[config.mk]
export PLATFORM = sky130hd
export DESIGN_NAME = led_pattern_seq
export DESIGN_NICKNAME = d
export VERILOG_FILES = /design/src/rtl/led_seq_pkg.sv /design/src/rtl/led_pattern_seq_btn_debounce.sv /design/src/rtl/led_pattern_seq.sv
export SDC_FILE = /design/constraint.sdc
export NUM_CORES = 1
export LEC_CHECK = 0
export CAP_MARGIN = 5
export CORE_MARGIN = 8
export CORE_UTILIZATION = 53
export DETAILED_ROUTE_END_ITERATION = 8
export PLACE_DENSITY = 0.68
export SLEW_MARGIN = 20
export SYNTH_ARGS = -nofsm -noshare
export SYNTH_HDL_FRONTEND = slang
export SYNTH_HIERARCHICAL = 1
export SYNTH_SLANG_ARGS = --single-unit
export TNS_END_PERCENT = 30
[constraint.sdc]
create_clock -name clk -period 3.4 [get_ports clk]
set_input_delay 1.02 -clock clk [delete_from_list [all_inputs] [get_ports clk]]
set_output_delay 1.02 -clock clk [all_outputs]
set_load 0.02 [all_outputs]
[src/rtl/led_seq_pkg.sv]
// Shared mode encodings, per-mode initial patterns and the pattern-advance rule
// for the LED pattern sequencer.
package led_seq_pkg;

    typedef enum logic [1:0] {
        MODE_BLINK = 2'd0,
        MODE_CHASE = 2'd1,
        MODE_COUNT = 2'd2,
        MODE_ALT   = 2'd3
    } mode_e;

    localparam logic [2:0] INIT_BLINK = 3'b001;
    localparam logic [2:0] INIT_CHASE = 3'b001;
    localparam logic [2:0] INIT_COUNT = 3'b000;
    localparam logic [2:0] INIT_ALT   = 3'b101;

    function automatic logic [2:0] init_pattern(input mode_e m);
        logic [2:0] p;
        case (m)
            MODE_BLINK: p = INIT_BLINK;
            MODE_CHASE: p = INIT_CHASE;
            MODE_COUNT: p = INIT_COUNT;
            MODE_ALT:   p = INIT_ALT;
            default:    p = INIT_BLINK;
        endcase
        return p;
    endfunction

    // BLINK leaves any non-111 pattern (including its 001 start) for 111.
    function automatic logic [2:0] next_pattern(input mode_e m, input logic [2:0] cur);
        logic [2:0] p;
        case (m)
            MODE_BLINK: p = (cur == 3'b111) ? 3'b000 : 3'b111;
            MODE_CHASE: p = {cur[1:0], cur[2]};
            MODE_COUNT: p = cur + 3'd1;
            MODE_ALT:   p = (cur == 3'b101) ? 3'b010 : 3'b101;
            default:    p = cur;
        endcase
        return p;
    endfunction

endpackage

[src/rtl/led_pattern_seq_btn_debounce.sv]
// Two-flop synchronizer plus level debouncer for the mode push-button;
// rise flags the cycle on which a new high level is accepted.
module btn_debounce #(
    parameter int DEBOUNCE_CYCLES = 1000000
) (
    input  logic clk,
    input  logic rst_n,
    input  logic din,
    output logic level,
    output logic rise
);
    localparam int CW = $clog2(DEBOUNCE_CYCLES + 1);
    localparam logic [CW-1:0] DEB_LAST = CW'(DEBOUNCE_CYCLES - 1);

    logic [1:0]    sync_q, sync_d;
    logic          level_q, level_d;
    logic [CW-1:0] cnt_q, cnt_d;

    // Count consecutive synchronized samples that differ from the accepted level.
    always_comb begin
        sync_d  = {sync_q[0], din};
        level_d = level_q;
        cnt_d   = cnt_q;
        if (sync_q[1] == level_q) begin
            cnt_d = {CW{1'b0}};
        end else if (cnt_q == DEB_LAST) begin
            level_d = sync_q[1];
            cnt_d   = {CW{1'b0}};
        end else begin
            cnt_d = cnt_q + CW'(1);
        end
    end

    // Synchronizer, debounced level and debounce counter registers.
    always_ff @(posedge clk or negedge rst_n) begin
        if (!rst_n) begin
            sync_q  <= 2'b00;
            level_q <= 1'b0;
            cnt_q   <= {CW{1'b0}};
        end else begin
            sync_q  <= sync_d;
            level_q <= level_d;
            cnt_q   <= cnt_d;
        end
    end

    assign level = level_q;
    assign rise  = level_d & ~level_q;

endmodule

[src/rtl/led_pattern_seq.sv]
// LED pattern sequencer: steps a 3-LED pattern once every STEP_CYCLES enabled
// cycles; each debounced button press selects the next of four patterns.
module led_pattern_seq
    import led_seq_pkg::*;
#(
    parameter int STEP_CYCLES     = 100000000,
    parameter int DEBOUNCE_CYCLES = 1000000
) (
    input  logic       clk,
    input  logic       rst_n,
    input  logic       btn,
    input  logic       en,
    output logic [2:0] led,
    output logic [1:0] mode,
    output logic       step_tick
);
    localparam int SW = (STEP_CYCLES > 1) ? $clog2(STEP_CYCLES) : 1;
    localparam logic [SW-1:0] STEP_LAST = SW'(STEP_CYCLES - 1);

    logic          btn_level_s;
    logic          press_s;
    logic [SW-1:0] cnt_q, cnt_d;
    logic [2:0]    led_q, led_d;
    mode_e         mode_q, mode_d;
    logic          tick_q, tick_d;

    btn_debounce #(
        .DEBOUNCE_CYCLES(DEBOUNCE_CYCLES)
    ) u_btn_debounce (
        .clk  (clk),
        .rst_n(rst_n),
        .din  (btn),
        .level(btn_level_s),
        .rise (press_s)
    );

    // A press outranks a step falling on the same edge.
    always_comb begin
        cnt_d  = cnt_q;
        led_d  = led_q;
        mode_d = mode_q;
        tick_d = 1'b0;
        if (press_s) begin
            mode_d = mode_e'(mode_q + 2'd1);
            led_d  = init_pattern(mode_e'(mode_q + 2'd1));
            cnt_d  = {SW{1'b0}};
        end else if (en) begin
            if (cnt_q == STEP_LAST) begin
                cnt_d  = {SW{1'b0}};
                tick_d = 1'b1;
                led_d  = next_pattern(mode_q, led_q);
            end else begin
                cnt_d = cnt_q + SW'(1);
            end
        end else begin
            cnt_d = cnt_q;
        end
    end

    // Step counter, pattern, mode and tick registers.
    always_ff @(posedge clk or negedge rst_n) begin
        if (!rst_n) begin
            cnt_q  <= {SW{1'b0}};
            led_q  <= INIT_BLINK;
            mode_q <= MODE_BLINK;
            tick_q <= 1'b0;
        end else begin
            cnt_q  <= cnt_d;
            led_q  <= led_d;
            mode_q <= mode_d;
            tick_q <= tick_d;
        end
    end

    assign led       = led_q;
    assign mode      = mode_q;
    assign step_tick = tick_q;

endmodule

==> results of run 1 <==
## worst max-delay path, delay by kind of cell, from the launching register on
family,cells,cell delay [ns]
xor+xnor,1,0.17
simple gates,8,1.85
flops,1,0.44
## sequential cells by signal (all words and copies together), names as in the netlist
register	cells
mode	2
led	3
u_btn_debounce/cnt_q	20
u_btn_debounce/level	1
cnt_q	27
step_tick	1
u_btn_debounce/sync_q	2
## through the flow
| step | std cells | util [%] |
|---|---|---|
| floorplan | 331 | - |
| global placement | 409 | 56.6 |
| detailed placement | 409 | 56.6 |
| CTS | 417 | 58.2 |
| global route | 417 | 58.2 |
| finish | 417 | 58.2 |
## synth_stat cells, types with 2 or more instances
| cell | number | area [um^2] |
|---|---|---|
| and3_1 | 6 | 37.5 |
| and4_1 | 2 | 17.5 |
| inv_1 | 17 | 63.8 |
| a21oi_1 | 11 | 55.1 |
| or4_1 | 8 | 60.1 |
| nor2_1 | 45 | 169 |
| o31ai_1 | 3 | 22.5 |
| a21o_1 | 2 | 15.0 |
| or3_1 | 7 | 43.8 |
| nor3b_1 | 2 | 15.0 |
| a32o_1 | 4 | 40.0 |
| nand4_1 | 15 | 93.8 |
| buf_2 | 2 | 10.0 |
| a221oi_1 | 3 | 26.3 |
| a31oi_1 | 2 | 12.5 |
| and2_1 | 2 | 12.5 |
| nand2_1 | 23 | 86.3 |
| xor2_1 | 14 | 123 |
| nor3_1 | 8 | 40.0 |
| o21ai_0 | 13 | 65.1 |
| clkbuf_1 | 6 | 22.5 |
| or3_2 | 4 | 30.0 |
| xnor2_1 | 14 | 123 |
| ha_1 | 9 | 113 |
| or2_2 | 2 | 12.5 |
| dfrtp_1 | 55 | 1380 |
| nand3_1 | 14 | 70.1 |
| nor4b_1 | 2 | 17.5 |
| nand3b_1 | 2 | 15.0 |
| nor4_1 | 8 | 50.1 |
## area by class of cell
class                   count  area [um^2]  share of cell area [%]
well taps                  75         93.8                    2.77
flip-flops and latches     56         1400                    41.4
multi-input cells         248         1600                    47.3
clock buffers               6         82.6                    2.44
inverters                  17         63.8                    1.88
repair buffers             13          128                    3.77
clock inverters             2         13.8                   0.407
## cell families (layout without fill, tap and decap cells)
logic type	after synthesis	after routing
adder cells (fa/ha/maj)	9	9
buffers and inverters	27	38
XOR/XNOR	28	28
AO/OA/AOI/OAI	47	47
flip-flops	56	56
multiplexers	2	2
AND/OR/NAND/NOR	162	162
## worst max path at each step
stage | startpoint | to | slack, ns | depth (start not counted)
6_report | u_btn_debounce/cnt_q[7] | cnt_q[15] | 0.82 | 9
5_1_grt | u_btn_debounce/cnt_q[7] | cnt_q[15] | 0.54 | 9
3_5_place_dp | en | cnt_q[15] | 0.66 | 6
4_1_cts | led[0] | led[0] | 0.84 | 1
3_3_place_gp | en | cnt_q[15] | 0.68 | 6
2_1_floorplan | u_btn_debounce/cnt_q[0] | cnt_q[26] | 1.04 | 10
## per-layer routing
metal  global-route usage [%]  part of all wire, %
met1                     21.2                   49
met2                     23.1                   46
met3                     3.07                  4.6
met4                     5.50                  1.1
met5                        0                    0
## power groups by stage
stage               Sequential [uW]  Combinational, uW  Clock [uW]
detailed placement              762                100           0
global placement                762               97.6           0
CTS                             748                101         404
finish                          749               99.1         387
floorplan                       748               68.1           0
global route                    757                114         422
## cell usage in the layout (no fill, tap or decap), types with 3 or more instances in the layout
cell,netlist,final
ha_1,9,9
nand4_1,15,15
dfrtp_1,55,55
or3_1,7,7
nor4_1,8,8
o21ai_0,13,12
nand3_1,14,14
or3_2,4,4
a21oi_1,11,11
nand2_1,23,23
and3_1,6,6
nor2_1,45,45
a32o_1,4,4
inv_1,17,17
a221oi_1,3,3
or4_1,8,8
xor2_1,14,14
clkdlybuf4s50_1,0,8
buf_4,1,3
xnor2_1,14,14
o31ai_1,3,3
nor3_1,8,8
clkbuf_8,0,6
==> PnR_summary.wiki, run 1 <==
{| class="wikitable"
! Metric !! Value
|-
| Outcome || finished, final reports clean
|-
| Asr flop ratio synth || 100%
|-
| Total length of routed wires || 6.27 mm
|-
| Sequential area share after synthesis || 45.0%
|-
| Half-perimeter wire length after detailed placement || ~4.5 mm
|-
| Total overflow reported by the global router || 0
|-
| Combinational fraction of design power || 8.0%
|-
| Global placement routability congestion || 0.850
|-
| Vias per Instance || between 5 and 6
|-
| NumNets Final || between 300 and 400
|-
| CTS hold repair buffers || 0
|-
| Slew HR || between 40% and 50%
|-
| Router iterations before antenna repair || 4
|-
| Cts bufs inserted || 5
|-
| Power density over the cells || 365 mW/mm^2
|-
| Static leakage power || 0.00136 uW
|-
| I/O pin total || 10
|-
| Most common cell type on the critical path || nor2_1
|-
| Total via count in the routed design || 2484
|-
| Area fraction in compound gates after synthesis || 10.1%
|-
| Placed Area || roughly 0.0033 mm^2
|-
| CTS tree || done
|-
| Final antenna diode count || 0
|-
| Port Buffer Count || 9
|-
| Clock period minus final worst setup slack || 2.58 ns
|-
| Depth of the CTS H-tree || 2
|-
| Instance count of the mapped netlist || 331
|-
| Internal || ~900 uW
|-
| Final hold viol count || 0
|-
| Achievable frequency || 0.387 GHz
|-
| Clock share of power || between 30% and 40%
|-
| Rows || 28
|-
| Max-Cap Viols || 0
|-
| Area share of and/or/nand/nor cells after synthesis || 29.0%
|-
| Internal reg-to-reg setup slack || 0.82 ns
|-
| Portion of total power attributed to sequential cells || 60.6%
|-
| Final Worst Setup Slack || 0.817 ns
|-
| Average detailed-routed wire length per instance || between 15 and 20 um
|-
| Master cell of the clock root buffer || clkbuf_8
|-
| Vertical die dimension || 92.7 um
|-
| Number of global-route vias before repair || 2312
|-
| Antenna violations before repair || 0
|-
| Power, Total || 1240 uW
|-
| Summed instance area of the synthesized netlist || 0.00312 mm^2
|-
| Worst hold-check path type || flop to flop
|-
| Critical Path, Cell by Cell || nor4bb_1 > nand4_1 > nor2_1 > and3b_1 > nor2_1 > nor3_1 > nand4_1 > xor2_1 > nor2_1
|-
| Critical path required time || 3.58 ns
|-
| Most used DFF post-synth || dfrtp_1
|-
| Synthesized-area fraction occupied by adder cells || 3.61%
|-
| Hold path cells || 0
|-
| Antenna viol nets, final || 0
|-
| Pin count of the biggest net entering global routing || 32
|-
| Clock network latency to the later pin of the worst-skew pair || 0.31 ns
|-
| DIE AREA || 0.00860 mm^2
|-
| Total negative slack || 0 ns
|-
| Post-CTS Repair Setup Buffers || 0
|-
| Number of filler instances in the final layout || 544
|-
| Origin of the critical flop-to-flop path || u_btn_debounce/cnt_q[7]
|-
| Maximum vdd ir drop || 0.214 mV
|-
| Worst Hold Margin || 0.361 ns
|-
| Number of endpoints failing setup at the final stage || 0
|-
| Reg2Reg Capture Point || cnt_q[15]
|-
| Clock transition time at the flip-flop clock pins of the worst setup and hold paths || 0.10 ns
|-
| Worst Max-Slew Pin Slew || 0.757 ns
|-
| Post-CTS Resized || 0
|-
| Effective utilization at floorplan || 53.6%
|-
| Area of the core || between 0.005 and 0.006 mm^2
|-
| Share of synthesized area spent on multiplexers || 0.682%
|-
| Crit path kind || flop to flop
|-
| Hold wc startpoint || u_btn_debounce/sync_q[0]
|-
| Data arrival time of the critical path || 2.77 ns
|-
| RSZ-0062 raised after global routing || no
|-
| Count of different cell masters after synthesis || 56
|-
| Maximum fanout encountered on the critical timing path || 6
|-
| Post-route fraction of the period consumed by the critical path || between 70% and 80%
|-
| Wire length of the first global-routing pass || around 11 mm
|-
| Yosys warning count || 6
|-
| Depth of the worst register-to-register path || 9
|-
| Post-synth EDFFs || 0
|-
| Worst clock skew || 0.0106 ns
|-
| Remaining design rule violation count || 0
|-
| Dominant combinational cell family by area after synthesis || simple AND/OR/NAND/NOR gates
|-
| Type of element launching the critical path || flop
|-
| Share of cells above drive strength 1 || under 10%
|-
| Die Width || 92.7 um
|-
| Crit-path slowest cell || nor3_1
|-
| Endpoint of the worst hold-timing path || u_btn_debounce/sync_q[1]
|-
| Endpoint kind of the worst setup timing path || flop
|-
| Area share of xor/xnor cells in the synthesized design || 7.86%
|-
| Synthesis-stage register bit count || between 50 and 60
|-
| Max incr delay on CP || just under 0.6 ns
|-
| Number of DRC violations after detailed-routing iteration 0 || around 140
|-
| Global-route total usage across every layer || 15.3%
|-
| Share of total power consumed by net switching || between 20% and 30%
|-
| Bufs on Longest Clock Path || 2
|-
| Post-Syn Area per Cell || about 9.4 um^2
|-
| Max Transition Viols Final || 0
|-
| Post-placement setup slack || around 0.66 ns
|-
| Switching pwr || 322 uW
|-
| Post-Syn Nets || 344
|-
| CTS sink count || 56
|-
| Final instance area || 0.00339 mm^2
|-
| Synthesis-to-layout area growth || 8.54%
|}
Power figures use the tool's default switching activity.
==> inputs of run 2 (changes only) <==
- clock period: 3.4 -> 2.4 ns (I/O delays scaled with it)
==> PnR_summary.wiki, run 2 (synthesized netlist as in run 1, its figures left out) <==
{| class="wikitable"
! Metric !! Value
|-
| Antenna violations before repair || 0 (unchanged)
|-
| Clock share of power || 35.6% (+4.2 points)
|-
| Static leakage power || 0.00149 uW (+9.8%)
|-
| RSZ-0062 raised after global routing || yes
|-
| Worst clock skew || 0.0101 ns (-0.000476 ns)
|-
| Number of DRC violations after detailed-routing iteration 0 || 129 (-6.5%)
|-
| Die Width || 92.7 um (unchanged)
|-
| Power, Total || 1890 uW (+53%)
|-
| Max-Cap Viols || 0 (unchanged)
|-
| Switching pwr || 456 uW (+41%)
|-
| Internal || 1430 uW (+57%)
|-
| Portion of total power attributed to sequential cells || 56.2% (-4.4 points)
|-
| Post-route fraction of the period consumed by the critical path || 94.4% (+18 points)
|-
| Share of cells above drive strength 1 || 15.7% (+6.4 points)
|-
| Final antenna diode count || 0 (unchanged)
|-
| Clock period minus final worst setup slack || 2.27 ns (-0.317 ns)
|-
| Pin count of the biggest net entering global routing || 28 (-13%)
|-
| DIE AREA || 0.00860 mm^2 (unchanged)
|-
| Antenna viol nets, final || 0 (unchanged)
|-
| Vias per Instance || 5.84 (-1.9%)
|-
| Placed instance count || 429 (+4.9%)
|-
| Global placement routability congestion || 0.858 (+1.0%)
|-
| Critical path required time || 2.58 ns (-1.00 ns)
|-
| Half-perimeter wire length after detailed placement || 4.83 mm (+7.9%)
|-
| Router iterations before antenna repair || 4 (unchanged)
|-
| Clock network latency to the later pin of the worst-skew pair || 0.31 ns (about the same)
|-
| Outcome || finished, final reports clean
|-
| Depth of the CTS H-tree || 2 (unchanged)
|-
| Rows || 28 (unchanged)
|-
| Number of global-route vias before repair || 2514 (+8.7%)
|-
| I/O pin total || 10 (unchanged)
|-
| Total length of routed wires || 6.70 mm (+7.0%)
|-
| Largest register by flop count || cnt_q
|-
| Port Buffer Count || 9 (unchanged)
|-
| Slew HR || 64.6% (+16 points)
|-
| Share of total power consumed by net switching || 24.1% (-2.0 points)
|-
| Area of the core || 0.00582 mm^2 (unchanged)
|-
| Most frequent standard cell in the layout excluding fill and tap cells || dfrtp_1
|-
| Placed Area || 0.00344 mm^2 (+4.6%)
|-
| Power density over the cells || 526 mW/mm^2 (+44%)
|-
| Total negative slack || 0 ns (unchanged)
|-
| Number of filler instances in the final layout || 494 (-9.2%)
|-
| Total overflow reported by the global router || 0 (unchanged)
|-
| Average detailed-routed wire length per instance || 15.3 um (+2.1%)
|-
| Maximum fanout encountered on the critical timing path || 4 (-2)
|-
| Final cell count without fillers || 437 (+4.8%)
|-
| Vertical die dimension || 92.7 um (unchanged)
|-
| Master cell of the clock root buffer || clkbuf_8
|-
| Final hold viol count || 0 (unchanged)
|-
| Global-route total usage across every layer || 16.6% (+1.3 points)
|-
| Cts bufs inserted || 5 (unchanged)
|-
| Wire length of the first global-routing pass || 11.8 mm (+9.3%)
|-
| Crit path kind || flop to flop
|-
| Data arrival time of the critical path || 2.45 ns (-0.32 ns)
|-
| Effective utilization at floorplan || 53.6% (unchanged)
|-
| Max Transition Viols Final || 0 (unchanged)
|-
| Maximum vdd ir drop || 0.336 mV (+57%)
|-
| Top library cells by usage in the layout, fill and taps aside || 55 x dfrtp_1, 44 x nor2_1, 23 x nand2_1, 23 x buf_4, 17 x inv_1
|-
| Clock transition time at the flip-flop clock pins of the worst setup and hold paths || 0.10 ns (about the same)
|-
| Worst Max-Slew Pin Slew || 0.527 ns (-0.230 ns)
|-
| Total via count in the routed design || 2553 (+2.8%)
|-
| Post-CTS Repair Setup Buffers || 0 (unchanged)
|-
| CTS tree || done
|-
| Remaining design rule violation count || 0 (unchanged)
|-
| Final instance area || 0.00359 mm^2 (+6.2%)
|-
| Endpoint kind of the worst setup timing path || flop
|-
| CTS sink count || 56 (unchanged)
|-
| Combinational fraction of design power || 8.2% (+0.2 points)
|-
| Achievable frequency || 0.441 GHz (+14%)
|-
| Type of element launching the critical path || flop
|-
| Final Util || 61.8% (+3.6 points)
|-
| Max reg flops || 27 (unchanged)
|-
| Bufs on Longest Clock Path || 2 (unchanged)
|-
| NumNets Final || 374 (+5.6%)
|-
| Worst hold-check path type || input pin to asynchronous set/reset pin
|-
| Synthesis-to-layout area growth || 15.2%
|-
| Number of endpoints failing setup at the final stage || 0 (unchanged)
|-
| CTS hold repair buffers || 0 (unchanged)
|}
run 2: final timing paths:
check / cells after the start / startpoint / endpoint / slack (ns)
worst max-delay path: 10 / u_btn_debounce/cnt_q[15] / cnt_q[18] / 0.13
worst min-delay path: 1 / rst_n / u_btn_debounce/cnt_q[15] / 0.29
min in group clk: 0 / u_btn_debounce/sync_q[0] / u_btn_debounce/sync_q[1] / 0.37
worst min register to register: 0 / u_btn_debounce/sync_q[0] / u_btn_debounce/sync_q[1] / 0.37
max in group asynchronous: 2 / rst_n / cnt_q[15] / 1.56
worst max register to register: 10 / u_btn_debounce/cnt_q[15] / cnt_q[18] / 0.13
run 2: area by class of cell:
class / count / area, um^2 / area share, %
clock buffers: 7 / 96.3 / 2.68
clock inverters: 1 / 30.0 / 0.835
inverters: 17 / 63.8 / 1.78
multi-input cells: 248 / 1630 / 45.4
flip-flops and latches: 56 / 1400 / 39.0
well taps: 75 / 93.8 / 2.61
repair buffers: 33 / 278 / 7.73
run 2: timing repair:
item,in CTS,in global routing
pin swaps,0,3
setup endpoints to repair,1,5
resized for setup,3,3
run 2: power groups by stage:
stage                     Clock, uW  Sequential, uW  Combinational (uW)
after CTS                       693            1060                 158
final                           672            1060                 155
after detailed placement          0            1080                 157
after floorplan                   0            1060                96.5
after global placement            0            1070                 150
after global routing            727            1070                 176
run 2: critical path, cell delays in order, from the launching register on:
cell and delay, ns:
dfrtp_1 0.41, nor4bb_1 0.28, nand4_1 0.17, nor2_2 0.13, and3b_2 0.22, nor2_1 0.08, or3_4 0.37, buf_4 0.16
nor2_1 0.13, xnor2_1 0.13, nor2_1 0.06
run 2: layer usage:
layer	wire length (um)	GRT usage (%)	up-vias	part of all wire (%)
li1	-	-	1242	-
met1	3200	22.5	1233	48
met2	3060	25.9	66	46
met3	343	3.16	12	5.1
met4	101	6.17	0	1.5
met5	0	0	-	0
run 2: through the flow:
stage | setup slack, ns | hold slack (ns)
after floorplan | 0.0378 | 0.331
after global placement | 0.0644 | 0.347
after detailed placement | 0.0362 | 0.348
after CTS | 0.00994 | 0.296
after global routing | -0.0173 | 0.309
final | 0.135 | 0.293
==> inputs of run 3 (changes only) <==
- ABC_AREA: not set -> 1
- SLEW_MARGIN: 20 -> 30
==> PnR_summary.wiki, run 3 <==
{| class="wikitable"
! Metric !! Value
|-
| Share of total power consumed by net switching || 26.6% (+2.5 points)
|-
| Area of the multi-input gates || 0.00199 mm^2 (+22%)
|-
| Library cell with the largest summed area after synthesis || dfrtp_1
|-
| Routing usage on met3 || 3.59% (+0.44 points)
|-
| Placed instance count || 593 (+38%)
|-
| Wire length of the first global-routing pass || 14.2 mm (+20%)
|-
| Clock period minus final worst setup slack || 2.27 ns (+0.000389 ns)
|-
| Worst Hold Margin || 0.263 ns (-0.0299 ns)
|-
| Number of filler instances in the final layout || 645 (+31%)
|-
| Critical path required time || 2.65 ns (+0.07 ns)
|-
| Master cell of the clock root buffer || clkbuf_8
|-
| Max Transition Viols Final || 0 (unchanged)
|-
| Post-synth EDFFs || 0 (unchanged)
|-
| Met1 usage || 25.1% (+2.6 points)
|-
| Vertical die dimension || 98.6 um (+6.4%)
|-
| Largest register by flop count || cnt_q
|-
| Count of different cell masters after synthesis || 33 (-41%)
|-
| Total overflow reported by the global router || 0 (unchanged)
|-
| CTS hold repair buffers || 0 (unchanged)
|-
| Die Width || 98.6 um (+6.4%)
|-
| Count leader, synth || nand2_1
|-
| Average detailed-routed wire length per instance || 13.6 um (-11%)
|-
| Router iterations before antenna repair || 5 (+1)
|-
| Effective utilization at floorplan || 54.1% (+0.50 points)
|-
| Bufs on Longest Clock Path || 2 (unchanged)
|-
| Internal reg-to-reg setup slack || 0.13 ns (about the same)
|-
| Summed instance area of the synthesized netlist || 0.00362 mm^2 (+16%)
|-
| Post-placement setup slack || 0.0491 ns (+0.0129 ns)
|-
| Switching pwr || 540 uW (+18%)
|-
| Most frequent standard cell in the layout excluding fill and tap cells || nand2_1
|-
| NumNets Final || 538 (+44%)
|-
| Asr flop ratio synth || 100% (unchanged)
|-
| Port Buffer Count || 9 (unchanged)
|-
| Cts bufs inserted || 5 (unchanged)
|-
| Slew HR || 73.6% (+9.0 points)
|-
| Synthesis-to-layout area growth || 12.3%
|-
| Outcome || finished, final reports clean
|-
| Worst Max-Slew Pin Slew || 0.394 ns (-0.133 ns)
|-
| Top library cells by usage in the layout, fill and taps aside || 122 x nand2_1, 92 x nor2_1, 61 x inv_1, 55 x dfrtp_1, 47 x nand3_1
|-
| Internal || 1490 uW (+3.9%)
|-
| Final cell count without fillers || 606 (+39%)
|-
| Share of cells above drive strength 1 || 13.3% (-2.4 points)
|-
| Data arrival time of the critical path || 2.51 ns (+0.06 ns)
|-
| Combinational fraction of design power || 12.4% (+4.2 points)
|-
| Sequential area share after synthesis || 38.8% (-6.2 points)
|-
| Maximum vdd ir drop || 0.288 mV (-14%)
|-
| Area of the core || 0.00668 mm^2 (+15%)
|-
| Antenna viol nets, final || 0 (unchanged)
|-
| Reg2Reg Capture Point || cnt_q[26]
|-
| Register area || 0.00140 mm^2 (unchanged)
|-
| Layer with the highest usage after global routing || met2
|-
| Final hold viol count || 0 (unchanged)
|-
| Pin count of the biggest net entering global routing || 26 (-7.1%)
|-
| Bufs and invs on worst path || 2 (+1)
|-
| Type of element launching the critical path || flop
|-
| Power density over the cells || 499 mW/mm^2 (-5.0%)
|-
| Most common cell type on the critical path || nor2_4
|-
| Max-Cap Viols || 0 (unchanged)
|-
| Total via count in the routed design || 3136 (+23%)
|-
| Most used DFF post-synth || dfrtp_1
|-
| Worst clock skew || 0.0108 ns (+0.000707 ns)
|-
| Main area contributors after synthesis || dfrtp_1 38%, nand2_1 13%, nor2_1 9.9%, nand3_1 6.6%, inv_1 6.3%
|-
| Max reg flops || 27 (unchanged)
|-
| Number of global-route vias before repair || 2961 (+18%)
|-
| Clock share of power || 33.2% (-2.4 points)
|-
| Achievable frequency || 0.441 GHz (about the same)
|-
| Crit-path slowest cell || dfrtp_1
|-
| Global placement routability congestion || 0.948 (+10%)
|-
| Yosys warning count || 6 (unchanged)
|-
| Antenna violations before repair || 0 (unchanged)
|-
| Post-Syn Nets || 513 (+49%)
|-
| GR Layer Usage met2 || 27.5% (+1.6 points)
|-
| CTS sink count || 56 (unchanged)
|-
| Origin of the critical flop-to-flop path || u_btn_debounce/cnt_q[0]
|-
| Final Worst Setup Slack || 0.134 ns (-0.000389 ns)
|-
| DIE AREA || 0.00972 mm^2 (+13%)
|-
| Crit path kind || flop to flop
|-
| Post-Syn Area per Cell || 7.23 um^2 (-23%)
|-
| Synthesis-stage register bit count || 56 (unchanged)
|-
| I/O pin total || 10 (unchanged)
|-
| Share of the synthesized area in the top cell type || 38.0% (-6.1 points)
|-
| Maximum fanout encountered on the critical timing path || 10 (+6)
|-
| Number of DRC violations after detailed-routing iteration 0 || 172 (+33%)
|-
| Number of endpoints failing setup at the final stage || 0 (unchanged)
|-
| CTS tree || done
|-
| Total length of routed wires || 8.24 mm (+23%)
|-
| Worst hold-check path type || input pin to asynchronous set/reset pin
|-
| Cell family contributing the most delay on the critical path || simple AND/OR/NAND/NOR gates
|-
| Static leakage power || 0.00202 uW (+36%)
|-
| Depth of the CTS H-tree || 2 (unchanged)
|-
| Portion of total power attributed to sequential cells || 54.4% (-1.8 points)
|-
| Instance count of the mapped netlist || 500 (+51%)
|-
| Clock transition time at the flip-flop clock pins of the worst setup and hold paths || 0.10 ns (about the same)
|-
| Remaining design rule violation count || 0 (unchanged)
|-
| Most numerous cell types in the synthesized netlist || 123 x nand2_1, 95 x nor2_1, 61 x inv_1
|-
| Final antenna diode count || 0 (unchanged)
|-
| Vias per Instance || 5.17 (-11%)
|-
| Rows || 30 (+7.1%)
|-
| Endpoint kind of the worst setup timing path || flop
|-
| Clock network latency to the later pin of the worst-skew pair || 0.31 ns (about the same)
|-
| Critical Path, Cell by Cell || ha_2 > nand3_2 > nor2_4 > nand3_4 > nor3_2 > buf_4 > nor2_4 > inv_2 > nand3b_1 > nor2_4 > nand3_1 > nand2_1 > nand2_1 > nor2_1
|-
| Half-perimeter wire length after detailed placement || 6.23 mm (+29%)
|-
| Post-route fraction of the period consumed by the critical path || 94.4% (about the same)
|-
| Depth of the worst register-to-register path || 14 (+4)
|-
| Global-route total usage across every layer || 17.9% (+1.3 points)
|-
| Max incr delay on CP || 0.39 ns (-0.02 ns)
|-
| Power, Total || 2030 uW (+7.4%)
|}
[run 3: cells by family after synthesis]
kind of cell / Yosys count / synth area share [%]
adders and majority gates: 9 / 3.11
DFF: 56 / 38.8
and+or+nand+nor: 324 / 41.9
buffers and inverters: 70 / 7.68
xor gates and xnor gates: 22 / 5.53
AOI/OAI and AO/OA: 19 / 3.01
[run 3: worst max path at each step]
stage	startpoint	endpoint	cells after the start
2_1_floorplan	u_btn_debounce/cnt_q[0]	cnt_q[25]	13
3_3_place_gp	en	cnt_q[18]	7
3_5_place_dp	u_btn_debounce/cnt_q[0]	cnt_q[25]	13
4_1_cts	u_btn_debounce/cnt_q[0]	cnt_q[25]	13
5_1_grt	u_btn_debounce/cnt_q[0]	cnt_q[26]	14
6_report	u_btn_debounce/cnt_q[0]	cnt_q[26]	14
[run 3: metrics by stage]
step	util (%)	instance area [um^2]	setup TNS, ns
after floorplan	-	3620	0
after global placement	57.6	3850	0
after detailed placement	57.6	3850	0
after CTS	59.5	3970	0
after global routing	60.8	4060	-0.123
final	60.8	4060	0
[run 3: cell type report]
type                    instances  share of cell area (%)
multi-input cells             374                    49.0
flip-flops and latches         56                    34.5
inverters                      67                    6.31
repair buffers                 21                    4.62
well taps                      80                    2.46
clock buffers                   7                    2.37
clock inverters                 1                   0.739
[run 3: per-layer routing]
metal,share of wire [%],wire length [um]
met5,0,0
met2,44,3650
met3,6.2,511
met1,49,4010
met4,0.79,65
[run 3: power groups by stage]
| stage | registers [uW] | clock network, uW | logic [uW] |
|---|---|---|---|
| 4_1_cts | 1100 | 693 | 245 |
| 3_3_place_gp | 1120 | 0 | 241 |
| 3_5_place_dp | 1120 | 0 | 245 |
| 6_report | 1100 | 673 | 252 |
| 5_1_grt | 1120 | 728 | 290 |
| 2_1_floorplan | 1100 | 0 | 184 |
[run 3: what timing repair did]
item	4_1_cts	5_1_grt
resized for setup	0	13
endpoints found under the setup margin	0	22
buffers inserted	0	5
